==> src/rtl/mem_arb_pkg.sv <==
// Shared types and constants for the instruction-fetch / data-port memory arbiter.
package mem_arb_pkg;

  typedef enum logic [2:0] {
    IDLE,
    IF_RD,
    MEM_RD,
    WR_SETUP,
    WR_PULSE
  } arb_state_t;

  localparam logic [15:0] NOP_INST     = 16'h0800;
  localparam int          STARVE_LIMIT = 4;
  localparam int          STARVE_W     = $clog2(STARVE_LIMIT + 1);

endpackage

==> src/rtl/arb_starve_counter.sv <==
// Counts back-to-back data grants made while a fetch is waiting.
// Only instantiated when MEM_ARB_STARVE_GUARD_EN is defined.
module arb_starve_counter
  import mem_arb_pkg::*;
(
  input  logic clk,
  input  logic rst,
  input  logic data_grant,
  input  logic fetch_grant,
  input  logic if_req,
  output logic starve_hit
);

  logic [STARVE_W-1:0] cnt;

  // A data grant with no fetch pending breaks the starvation run.
  always_ff @(posedge clk or negedge rst) begin
    if (!rst) begin
      cnt <= '0;
    end else if (fetch_grant || (data_grant && !if_req)) begin
      cnt <= '0;
    end else if (data_grant && (cnt != STARVE_W'(STARVE_LIMIT))) begin
      cnt <= cnt + 1'b1;
    end
  end

  assign starve_hit = (cnt == STARVE_W'(STARVE_LIMIT));

endmodule

==> src/rtl/mem_arbiter.sv <==
// Single-port async SRAM arbiter between instruction fetch and data port.
// Optional fetch starvation guard: define MEM_ARB_STARVE_GUARD_EN.
module mem_arbiter
  import mem_arb_pkg::*;
#(
  parameter int DATA_W = 16,
  parameter int ADDR_W = 16
) (
  input  logic              clk,
  input  logic              rst,
  input  logic              if_req,
  input  logic [ADDR_W-1:0] if_addr,
  output logic              if_done,
  output logic [DATA_W-1:0] if_inst,
  input  logic              mem_req,
  input  logic              mem_we,
  input  logic [ADDR_W-1:0] mem_addr,
  input  logic [DATA_W-1:0] mem_wdata,
  output logic              mem_done,
  output logic [DATA_W-1:0] mem_rdata,
  output logic              mem_conflict,
  output logic [ADDR_W-1:0] ram_addr,
  output logic [DATA_W-1:0] ram_wdata,
  input  logic [DATA_W-1:0] ram_rdata,
  output logic              ram_ce_n,
  output logic              ram_oe_n,
  output logic              ram_we_n
);

  arb_state_t state, state_nxt;
  logic       starve_hit;
  logic       data_wins;
  logic       data_grant;
  logic       fetch_grant;

`ifdef MEM_ARB_STARVE_GUARD_EN
  arb_starve_counter u_starve (
    .clk        (clk),
    .rst        (rst),
    .data_grant (data_grant),
    .fetch_grant(fetch_grant),
    .if_req     (if_req),
    .starve_hit (starve_hit)
  );
`else
  assign starve_hit = 1'b0;
`endif

  // Starvation only overrides data priority when a fetch is actually waiting.
  assign data_wins   = mem_req && !(starve_hit && if_req);
  assign data_grant  = (state == IDLE) && data_wins;
  assign fetch_grant = (state == IDLE) && !data_wins && if_req;

  always_ff @(posedge clk or negedge rst) begin
    if (!rst) state <= IDLE;
    else      state <= state_nxt;
  end

  always_comb begin
    state_nxt    = state;
    ram_ce_n     = 1'b1;
    ram_oe_n     = 1'b1;
    ram_we_n     = 1'b1;
    if_done      = 1'b0;
    mem_done     = 1'b0;
    mem_conflict = 1'b0;
    case (state)
      IDLE: begin
        mem_conflict = data_wins;
        if (data_wins)   state_nxt = mem_we ? WR_SETUP : MEM_RD;
        else if (if_req) state_nxt = IF_RD;
      end
      IF_RD: begin
        ram_ce_n  = 1'b0;
        ram_oe_n  = 1'b0;
        if_done   = 1'b1;
        state_nxt = IDLE;
      end
      MEM_RD: begin
        ram_ce_n     = 1'b0;
        ram_oe_n     = 1'b0;
        mem_done     = 1'b1;
        mem_conflict = 1'b1;
        state_nxt    = IDLE;
      end
      WR_SETUP: begin
        ram_ce_n     = 1'b0;
        mem_conflict = 1'b1;
        state_nxt    = WR_PULSE;
      end
      WR_PULSE: begin
        ram_ce_n     = 1'b0;
        ram_we_n     = 1'b0;
        mem_done     = 1'b1;
        mem_conflict = 1'b1;
        state_nxt    = IDLE;
      end
      default: state_nxt = IDLE;
    endcase
  end

  // Address/data latched at grant so the SRAM sees stable values for the whole access.
  always_ff @(posedge clk or negedge rst) begin
    if (!rst) begin
      ram_addr  <= '0;
      ram_wdata <= '0;
      if_inst   <= DATA_W'(NOP_INST);
      mem_rdata <= '0;
    end else begin
      if (data_grant) begin
        ram_addr <= mem_addr;
        if (mem_we) ram_wdata <= mem_wdata;
      end else if (fetch_grant) begin
        ram_addr <= if_addr;
      end
      if (state == IF_RD)  if_inst   <= ram_rdata;
      if (state == MEM_RD) mem_rdata <= ram_rdata;
    end
  end

endmodule

==> config.mk <==
export PLATFORM = sky130hd
export DESIGN_NAME = mem_arbiter
export DESIGN_NICKNAME = d
export VERILOG_FILES = /design/src/rtl/mem_arb_pkg.sv /design/src/rtl/arb_starve_counter.sv /design/src/rtl/mem_arbiter.sv
export SDC_FILE = /design/constraint.sdc
export NUM_CORES = 1
export LEC_CHECK = 0
export ABC_AREA = 1
export BUFFER_PORTS_ARGS = -buffer_cell sky130_fd_sc_hd__buf_4
export CAP_MARGIN = 20
export CORE_MARGIN = 2
export CORE_UTILIZATION = 46
export CTS_CLUSTER_DIAMETER = 120
export DETAILED_ROUTE_END_ITERATION = 16
export GPL_ROUTABILITY_DRIVEN = 0
export PLACE_DENSITY_LB_ADDON = 0.25
export SLEW_MARGIN = 20
export SYNTH_ARGS = -nofsm -noshare
export SYNTH_HDL_FRONTEND = slang
export SYNTH_SLANG_ARGS = --single-unit
==> constraint.sdc <==
create_clock -name clk -period 1.6 [get_ports clk]
set_clock_uncertainty 0.1 [all_clocks]
set_input_delay 0.24 -clock clk [delete_from_list [all_inputs] [get_ports clk]]
set_output_delay 0.24 -clock clk [all_outputs]
set_load 0.03 [all_outputs]
Word-level counts from Yosys, hierarchy flattened

Cells that the tools add are included.

Bits in latches: 0
Bits in registers: 67
Memories kept: 0
Bits in writable memories: 0
Word-level logic and storage cells: 33
Bits in read-only memories: 0
Output and inout bits: 70

Reductions and logical operators: 11
Shifts and indexed selects: 0
Multiplexer cells: 12
Bitwise operators: 0
Div/mod/pow operators: 0
Add/subtract/negate cells: 0
$mul: 0
Order comparisons: 0
Eq/ne operators: 5

Operators with widths:

| cell               | number |
|---|---|
| $mux 16            | 2 |
| $eq 3x2->1 const B | 2 |
| $mux 1             | 6 |
| $mux 3             | 2 |
| $pmux 3 s2         | 1 |
| $reduce_or 2->1    | 2 |
| $reduce_or 4->1    | 1 |
| $eq 3x1->1 const B | 1 |
| $eq 3x3->1 const B | 1 |
| $logic_and 1x1->1  | 3 |
| $logic_not 3->1    | 1 |
| $ne 3x3->1 const B | 1 |
| $reduce_or 3->1    | 1 |
| $pmux 1 s2         | 1 |
| $reduce_and 2->1   | 1 |
| $reduce_bool 2->1  | 1 |
| $logic_not 1->1    | 1 |

Depth between registers and ports, before layout

Gate-level depths: netlist (run 1).

Word-level depth: 5
Gate-level depth with buffers: 7
Depth with buffers taken out: 6

Worst setup path after synthesis (run 1)

OpenSTA, ideal clock, no wires.

Path kind: reg-to-output
Start point: register state[0]
End point: output ram_ce_n
Required time: 1.260 ns
Path slack: -0.513 ns
Cell stages (with the launch flop): 5
Arrival: 1.773 ns
Path through: dfrtp_1 -> nor2_8 -> nand2_1 -> nand2_1 -> nor3_1

Word-level cells in the longest chain between the ends: 3

Ends and longest elaborated chain:

| what                                     | line              | source |
|---|---|---|
| start, declared                          | mem_arbiter.sv:30 | `arb_state_t state, state_nxt;` |
| start signal, assigned                   | mem_arbiter.sv:56 | `else state <= state_nxt;` |
| $eq 3x1->1, or another cell as far along | mem_arbiter.sv:67 | `case (state)` |
| $reduce_or 4->1 (no source line) (*)     | --                |  |
| $mux 1 (*)                               | mem_arbiter.sv:67 |  |
| end, declared                            | mem_arbiter.sv:25 | `output logic ram_ce_n,` |

Mark *: on every way between the ends. The rest lies on a longest branch, timed or not.

Worst setup path in the final report (run 1)

Start point: register state[1]
End point: output ram_ce_n

The elaborated chain is that of the path after synthesis.

==> run summary, run 1 <==
# port buffers = 138
Min-delay src = mem_wdata[8]
P_leak = 2.515 nW
Vias in the first global route = 2,699
Final min period = 1.723 ns
Die ar. = 7033 um2
Violated checks = negative setup slack
Tightest Hold Check Type = input port to flop
Met2 Wirelength = 3.408 mm
Remaining DRCs = 0
Final slew viol count = 0
Pre-Repair DR Iteration Count = 4
Pwr Total = 9.031 mW
Peak supply drop = 1178 uV
Post-Synthesis Cell Area = 2934 um2
Via-per-instance ratio = 4.637
Worst Hold End = ram_wdata[8]$_DFFE_PN0P_
Post-synthesis mux area share = 0%
Mapped Nets = 417
Post-synthesis sequential area ratio = 57.19%
Worst Max-Slew Pin Slew = 0.3417 ns
CP delay by family, top = flip-flops
RSZ-0062 raised after global routing = yes
Critical path, cell by cell = inv_2, nor2_4, nand2_2, nand2_4, nor3_4, buf_6
H-tree depth = 3
Final Cycle Share = 107.7%
Starting Density = 47.01%
Most frequent cells in the layout = buf_4, nand2_1, dfrtp_1
Placed cells = 558
Required time worst endpoint = 1.26 ns
Core Rows = 29
Fmax = 580.5 MHz
Pwr per Cell Area = 2048 nW/um2
Slowest CP cell = dfrtp_2
FF-to-FF path depth = 7
Status = finished, violations left
Final hold violation count = 0
Critical path arrival = 1.38 ns
Max-slew headroom = 77.17%
Die extent in y = 83.87 um
WL met3 = 525 um
DR WL/cell = 12.26 um
GR Util All Layers = 21.59%
# diodes = 0
Simple-gate area share of the yosys netlist = 26.57%
Number of synthesized register bits = 67
CTS root buf = clkbuf_8
Post-Synth XOR/XNOR Area = 0%
Worst path bufs/invs = 2
Wire length on met1 = 3.103 mm
Layout cells sized above 1 = 37.13%
Remaining Overflow, GRT = 0
Post-Layout Cell Count = 586
Final wirelength = 7.186 mm
Max-Cap Viols = 0
CTS tree = yes
Final worst setup slack = -0.1227 ns
Global-route wire length before repair = 12.28 mm
Syn Area/Cell = 8.431 um2
Hold Path Cell Cnt = 3
Largest family of logic cells by synthesized area = simple AND/OR/NAND/NOR gates
Initial antenna violation count = 0
Nets@finish = 573
Compound-Gate Fraction of Synth Area = 5.757%
RR Endpoint = ram_addr[12]$_DFFE_PN0P_
Commonest non-fill, non-tap cell in the layout = buf_4
Worst-Skew Late Latency = 0.32 ns
Flop2flop setup slack = 0.16 ns
Core Region = 6241 um2
Worst path max stage delay = 0.45 ns
Mapped Cells = 348
Post-Place Worst Slack = 0.1134 ns
Final ANT Viol Nets = 0
Adder-cell share of the synthesized area = 0%
Synth warn = 0
CTS buffer count = 9
Area grow syn2layout = 50.32%
Boundary Pins = 139
Largest net degree at the start of global routing = 34
Iter 0 DRT Violations = 97
Reg-to-reg startpoint = state[1]$_DFFE_PN0P_
Detailed placer's ending HPWL = 5.213 mm
Setup violators final = 5
Critical Path Start Type = flop
Max layer used = met4
CP Capture Type = output port
Vias = 2,717
Yosys cell types = 23
Core Util, Final = 70.67%
Max FO, Critical Path = 2
Clock Sinks = 67
Maximum clock path buffer count = 2
Clock transition at path regs = 0.07 ns
Die width = 83.87 um
Kind of critical path = flop to output port
[where the power goes]
part	leakage, nW	internal (mW)	total, mW	switching (mW)
Clock	0.0971	0.715	1.31	0.593
Sequential	0.821	2.50	3.00	0.497
Combinational	1.60	1.75	4.72	2.97
Total	2.52	4.97	9.03	4.06
[worst max-delay path by stage]
stage | start | to | slack, ns | depth (start not counted)
after floorplan | state[0]$_DFFE_PN0P_ | ram_ce_n | 0.03 | 4
after global placement | state[1]$_DFFE_PN0P_ | ram_ce_n | 0.16 | 5
after detailed placement | state[1]$_DFFE_PN0P_ | ram_ce_n | 0.11 | 5
after CTS | state[1]$_DFFE_PN0P_ | ram_oe_n | -0.17 | 7
after global routing | state[1]$_DFFE_PN0P_ | ram_ce_n | -0.20 | 6
final | state[1]$_DFFE_PN0P_ | ram_ce_n | -0.12 | 6
[cell type report]
| class | count | area [um2] |
|---|---|---|
| clock buffers | 11 | 131.4 |
| well taps | 77 | 96.34 |
| inverters | 57 | 216.5 |
| clock inverters | 5 | 53.80 |
| repair buffers | 160 | 1249 |
| fillers | 516 | 1831 |
| flip-flops and latches | 67 | 1682 |
| multi-input cells | 209 | 982.2 |
[cell families (layout without fill, tap and decap cells)]
group,after synthesis,in the layout
simple gates,176,176
buf+inv,72,233
flops,67,67
compound gates,33,33
[repair_timing]
action,CTS,global route
setup endpoints to repair,6,5
hold buffers,8,0
endpoints found under the hold margin,28,0
resized for setup,6,7
buffers inserted,3,1
pin swaps,2,3
[worst min-delay path, cell delays in order]
cell and delay, ns:
buf_4 0.07, nand2_1 0.04, nand2_1 0.05
[cell usage after synthesis (all sizes together)]
cell type / count / share of area, %
a21oi: 1 / 0.30
clkbuf: 3 / 0.47
nand3: 19 / 3.7
nand4: 16 / 3.4
inv: 57 / 7.3
dfstp: 1 / 0.90
nor2: 6 / 1.9
nor3: 1 / 0.17
buf: 12 / 2.7
o21ai: 32 / 5.5
nand2: 134 / 17
dfrtp: 66 / 56
[stage by stage]
stage | cell area (um2) | TNS [ns] | hold WS, ns
4_1_cts | 4380 | -0.5483 | 0.00005906
5_1_grt | 4410 | -0.7141 | 0.01138
3_5_place_dp | 4076 | 0 | 0.05450
6_report | 4410 | -0.3643 | 0.01513
2_1_floorplan | 2950 | 0 | -0.1556
3_3_place_gp | 4076 | 0 | 0.05370
[state kept, by name, summed over array words and instances, names as in the netlist]
signal,count
if_inst,16
mem_rdata,16
ram_addr,16
ram_wdata,16
state,3
[routing by layer]
layer / vias up / track usage (%)
met5: - / 0
met2: 100 / 34.47
met4: 0 / 9.677
li1: 1382 / -
met3: 10 / 4.550
met1: 1225 / 28.51
Power figures use the tool's default switching activity.
==> inputs of run 2 (changes only) <==
--- a/config.mk
+++ b/config.mk
@@ -14,6 +14,7 @@
 export DETAILED_ROUTE_END_ITERATION = 16
 export GPL_ROUTABILITY_DRIVEN = 0
 export PLACE_DENSITY_LB_ADDON = 0.25
+export RECOVER_POWER = 25
 export SLEW_MARGIN = 20
 export SYNTH_ARGS = -nofsm -noshare
 export SYNTH_HDL_FRONTEND = slang
==> run 2 against run 1 <==
Net effect: the run still ends with negative setup slack left; via count about the same; global-route usage unchanged; worst setup slack unchanged; final cell count unchanged; die area unchanged; utilization about the same; critical path depth unchanged; combinational power about the same; sequential cell count unchanged; total power about the same; sequential share of layout area about the same; cell area about the same.
==> run summary, run 2 (synthesis results as in run 1) <==
Detailed placer's ending HPWL = 5.213 mm
Combinational Power Share = 52.3%
# diodes = 0
Global-route wire length before repair = 12.28 mm
Worst Hold End = ram_wdata[8]$_DFFE_PN0P_
Die width = 83.87 um
Kind of critical path = flop to output port
Remaining DRCs = 0
Final ANT Viol Nets = 0
Final hold violation count = 0
Total negative slack = -0.3643 ns
Area grow syn2layout = 50.23%
Internal = 4.965 mW
GR Util All Layers = 21.59%
Clock transition at path regs = 0.07 ns
Die ar. = 7033 um2
Core Util, Final = 70.63%
DR WL/cell = 12.26 um
Most frequent cells in the layout = buf_4, nand2_1, dfrtp_1
Clock share of power = 14.5%
# fillers = 517
Tightest Hold Check Type = input port to flop
Clock Sinks = 67
Vias in the first global route = 2,699
CTS root buf = clkbuf_8
Final worst setup slack = -0.1227 ns
Required time worst endpoint = 1.26 ns
Violated checks = negative setup slack
Flop pwr share = 33.2%
CP Capture Type = output port
Largest net degree at the start of global routing = 34
P_leak = 2.515 nW
Slowest CP cell = dfrtp_2
Critical Path Start Type = flop
Final Cycle Share = 107.7%
Maximum clock path buffer count = 2
Switching power = 4.064 mW
Status = finished, violations left
Vias = 2,715
Worst Max-Slew Pin Slew = 0.5929 ns
Starting Density = 47.01%
RR Endpoint = ram_addr[12]$_DFFE_PN0P_
Post-Place Worst Slack = 0.1134 ns
Final min period = 1.723 ns
Nets@finish = 573
Worst-Skew Late Latency = 0.32 ns
Layout cells sized above 1 = 37.13%
Worst path max stage delay = 0.45 ns
Iter 0 DRT Violations = 97
CTS buffer count = 9
Multi-input gate area = 982.2 um2
Reg-to-reg startpoint = state[1]$_DFFE_PN0P_
Flop2flop setup slack = 0.16 ns
Final slew viol count = 0
Final wirelength = 7.187 mm
Core Region = 6241 um2
Placed cells = 558
Pwr per Cell Area = 2048 nW/um2
Initial antenna violation count = 0
RSZ-0062 raised after global routing = yes
Remaining Overflow, GRT = 0
FF-to-FF path depth = 7
Peak supply drop = 1178 uV
CTS tree = yes
Via-per-instance ratio = 4.633
Critical path arrival = 1.38 ns
Fmax = 580.5 MHz
Commonest non-fill, non-tap cell in the layout = buf_4
Core Rows = 29
Boundary Pins = 139
Post-Layout Cell Count = 586
Hold Path Cell Cnt = 3
H-tree depth = 3
Net Sw Frac = 45.01%
Max FO, Critical Path = 2
Critical path, cell by cell = inv_2, nor2_4, nand2_2, nand2_4, nor3_4, buf_6
Seq. cell area = 1682 um2
Min-delay src = mem_wdata[8]
Die extent in y = 83.87 um
Max-Cap Viols = 0
Pre-Repair DR Iteration Count = 4
# port buffers = 138
Max-slew headroom = 60.47%
Fin Hold WS = 0.01513 ns
Setup violators final = 5
[run 2: cell types whose count changed in the layout (fill, tap and decap cells not counted), sizes merged]
cell	before	now
buf	152	151
clkbuf	11	12
[run 2: timing repair]
action / 4_1_cts / 5_1_grt
gates resized for setup: 6 / 7
buffers inserted: 3 / 1
hold endpoints to repair: 28 / 0
setup endpoints to repair: 6 / 5
pin swaps: 2 / 3
hold buffers: 8 / 0
[run 2: critical path, delay by kind of cell (launching register included)]
kind,cells,cell delay (ns)
DFF,1,0.45
buffers and inverters,2,0.25
and+or+nand+nor,4,0.35
[run 2: final cells by class]
cell class              count  area share (%)
clock buffers              11           2.980
clock inverters             5           1.221
inverters                  57           4.911
multi-input cells         209           22.28
flip-flops and latches     67           38.15
well taps                  77           2.186
repair buffers            160           28.27
[run 2: worst max-delay path by stage]
stage	startpoint	endpoint	slack [ns]
after floorplan	state[0]$_DFFE_PN0P_	ram_ce_n	0.03
after global placement	state[1]$_DFFE_PN0P_	ram_ce_n	0.16
after detailed placement	state[1]$_DFFE_PN0P_	ram_ce_n	0.11
after CTS	state[1]$_DFFE_PN0P_	ram_oe_n	-0.17
after global routing	state[1]$_DFFE_PN0P_	ram_ce_n	-0.20
final	state[1]$_DFFE_PN0P_	ram_ce_n	-0.12
[run 2: routing by layer]
| metal | wire [um] | up-vias | part of all wire, % | GRT usage, % |
|---|---|---|---|---|
| met3 | 525 | 10 | 7.3 | 4.550 |
| met4 | 148 | 0 | 2.1 | 9.677 |
| met5 | 0 | - | 0 | 0 |
| met1 | 3105 | 1223 | 43 | 28.51 |
| li1 | - | 1382 | - | - |
| met2 | 3406 | 100 | 47 | 34.47 |
[run 2: power by group through the flow]
stage / Sequential, mW / Clock (mW) / Combinational (mW)
global placement: 2.98 / 0 / 4.57
CTS: 3.00 / 1.35 / 4.73
floorplan: 4.51 / 0 / 1.26
global route: 3.09 / 1.43 / 5.08
detailed placement: 2.99 / 0 / 4.66
finish: 3.00 / 1.31 / 4.72
[run 2: stage by stage]
| step | cell area, um2 | power (mW) |
|---|---|---|
| after detailed placement | 4076 | 7.655 |
| after floorplan | 2950 | 5.773 |
| after global routing | 4408 | 9.600 |
| final | 4408 | 9.030 |
| after CTS | 4380 | 9.079 |
| after global placement | 4076 | 7.551 |
==> inputs of run 3 (changes only) <==
--- a/config.mk
+++ b/config.mk
@@ -10,11 +10,13 @@
 export CAP_MARGIN = 20
 export CORE_MARGIN = 2
 export CORE_UTILIZATION = 46
-export CTS_CLUSTER_DIAMETER = 120
+export CTS_CLUSTER_DIAMETER = 80
 export DETAILED_ROUTE_END_ITERATION = 16
 export GPL_ROUTABILITY_DRIVEN = 0
+export HOLD_SLACK_MARGIN = 0.06
 export PLACE_DENSITY_LB_ADDON = 0.25
 export RECOVER_POWER = 25
+export SETUP_SLACK_MARGIN = 0.4
 export SLEW_MARGIN = 20
 export SYNTH_ARGS = -nofsm -noshare
 export SYNTH_HDL_FRONTEND = slang
==> run 3 against run 2 <==
Net effect: count of clock-buffer cells in the layout down 1; critical endpoint unchanged; largest cell class is now non-clock buffers; the flow still finishes with violations (negative setup slack); first-iteration DRC count up 110%; non-clock buffer count up 72; combinational power up 56%; global-route usage up 5.8 points; worst setup slack worse by 0.084 ns.
==> run summary, run 3 (synthesis results as in run 1) <==
Worst path max stage delay = 0.51 ns
Total negative slack = -1.854 ns
Critical path arrival = 1.47 ns
Critical Path Start Type = flop
Area grow syn2layout = 99.83%
Core Region = 6241 um2
# port buffers = 138
Vias = 3,662
DR WL/cell = 21.54 um
Max-slew headroom = 45.20%
Layout cells sized above 1 = 55.08%
P_leak = 3.195 nW
Commonest non-fill, non-tap cell in the layout = buf_4
Post-Place Worst Slack = 0.1209 ns
Flop2flop setup slack = -0.08 ns
Detailed placer's ending HPWL = 5.372 mm
Setup violators final = 34
Required time worst endpoint = 1.26 ns
Boundary Pins = 139
Nets@finish = 645
Remaining Overflow, GRT = 0
CP dominant cell by count = nand2_4
DP Area = 4115 um2
Via-per-instance ratio = 5.565
Remaining DRCs = 0
CTS buffer count = 9
Iter 0 DRT Violations = 208
Maximum clock path buffer count = 2
Core Rows = 29
Initial antenna violation count = 0
CP Capture Type = output port
Final ANT Viol Nets = 0
Worst-Skew Late Latency = 0.35 ns
Final worst setup slack = -0.2064 ns
Finished layout cell area = 5863 um2
Tightest Hold Check Type = input port to flop
Worst Max-Slew Pin Slew = 0.8219 ns
Die ar. = 7033 um2
Pre-Repair DR Iteration Count = 7
Critical path, cell by cell = nor2_8, nand2_4, nand2_4, nor3_4, buf_6
Final Cycle Share = 112.9%
Peak supply drop = 1674 uV
RSZ-0062 raised after global routing = yes
# diodes = 0
CTS root buf = clkbuf_8
Status = finished, violations left
Slowest CP cell = dfrtp_2
Largest net degree at the start of global routing = 40
Final min period = 1.806 ns
Vias in the first global route = 3,231
Global-route wire length before repair = 15.15 mm
Starting Density = 47.01%
Die width = 83.87 um
Final slew viol count = 0
Clock Sinks = 67
Max-Cap Viols = 0
CP delay by family, top = flip-flops
Fmax = 553.6 MHz
H-tree depth = 3
Kind of critical path = flop to output port
Final wirelength = 14.18 mm
Die extent in y = 83.87 um
Most frequent cells in the layout = buf_4, nand2_1, buf_6
Clock transition at path regs = 0.09 ns
Max FO, Critical Path = 3
Violated checks = negative setup slack
GR Util All Layers = 27.35%
Final hold violation count = 0
Worst path bufs/invs = 1
CTS tree = yes
Pwr per Cell Area = 2099 nW/um2
==> run 3: stage by stage <==
stage	utilization, %	cells	total power [mW]	hold slack [ns]
after global routing	93.95	658	12.69	0.07352
after CTS	84.44	625	10.69	0.06020
after global placement	65.94	557	7.595	0.08399
after detailed placement	65.94	557	7.710	0.08535
final	93.95	658	12.31	0.05787
after floorplan	-	348	5.844	-0.1556
==> run 3: final cells by class <==
class | instances | area [um2]
Fill cell | 203 | 377.9
Multi-Input combinational cell | 209 | 1350
Clock buffer | 10 | 137.6
Sequential cell | 67 | 1682
Inverter | 57 | 231.5
Clock inverter | 6 | 87.58
Timing Repair Buffer | 232 | 2278
Tap cell | 77 | 96.34
==> run 3: worst reg2reg max path: stages (launching register included) <==
cell and delay, ns:
dfrtp_2 0.45, buf_12 0.14, nor2_8 0.12, buf_6 0.14, nand2_4 0.05, nor2_4 0.16
buf_6 0.13, buf_8 0.15, nand3_2 0.08, nand2_1 0.09
==> run 3: layer usage <==
layer,routed length (um),vias to the layer above,share of wire [%],track usage [%]
li1,-,1536,-,-
met1,4700,1790,33,32.11
met2,7525,257,53,47.85
met3,996,79,7.0,5.341
met4,952,0,6.7,13.20
met5,0,-,0,0
==> run 3: final timing paths <==
path / depth (start not counted) / endpoint / start
setup / recovery: 5 / ram_ce_n / state[0]$_DFFE_PN0P_
hold / removal: 3 / mem_rdata[14]$_DFFE_PN0N_ / ram_rdata[14]
setup reg to reg: 9 / ram_addr[3]$_DFFE_PN0P_ / state[1]$_DFFE_PN0P_
hold reg to reg: 2 / ram_addr[5]$_DFFE_PN0P_ / ram_addr[5]$_DFFE_PN0P_
max in group asynchronous: 3 / mem_rdata[6]$_DFFE_PN0N_ / rst
min in group asynchronous: 2 / if_inst[12]$_DFFE_PN0P_ / rst
==> run 3: what timing repair did <==
action | in CTS | in global routing
gates resized for setup | 130 | 79
buffers inserted | 24 | 30
endpoints found under the hold margin | 53 | 0
hold buffers | 26 | 0
setup endpoints to repair | 135 | 135
pin swaps | 6 | 56
gates cloned | 2 | 3
==> run 3: where the power goes <==
group	total (mW)	leakage [nW]	switching (mW)	internal [mW]
clock	1.67	0.117	0.744	0.924
sequential	3.29	0.821	0.784	2.50
combinational	7.35	2.26	4.00	3.35
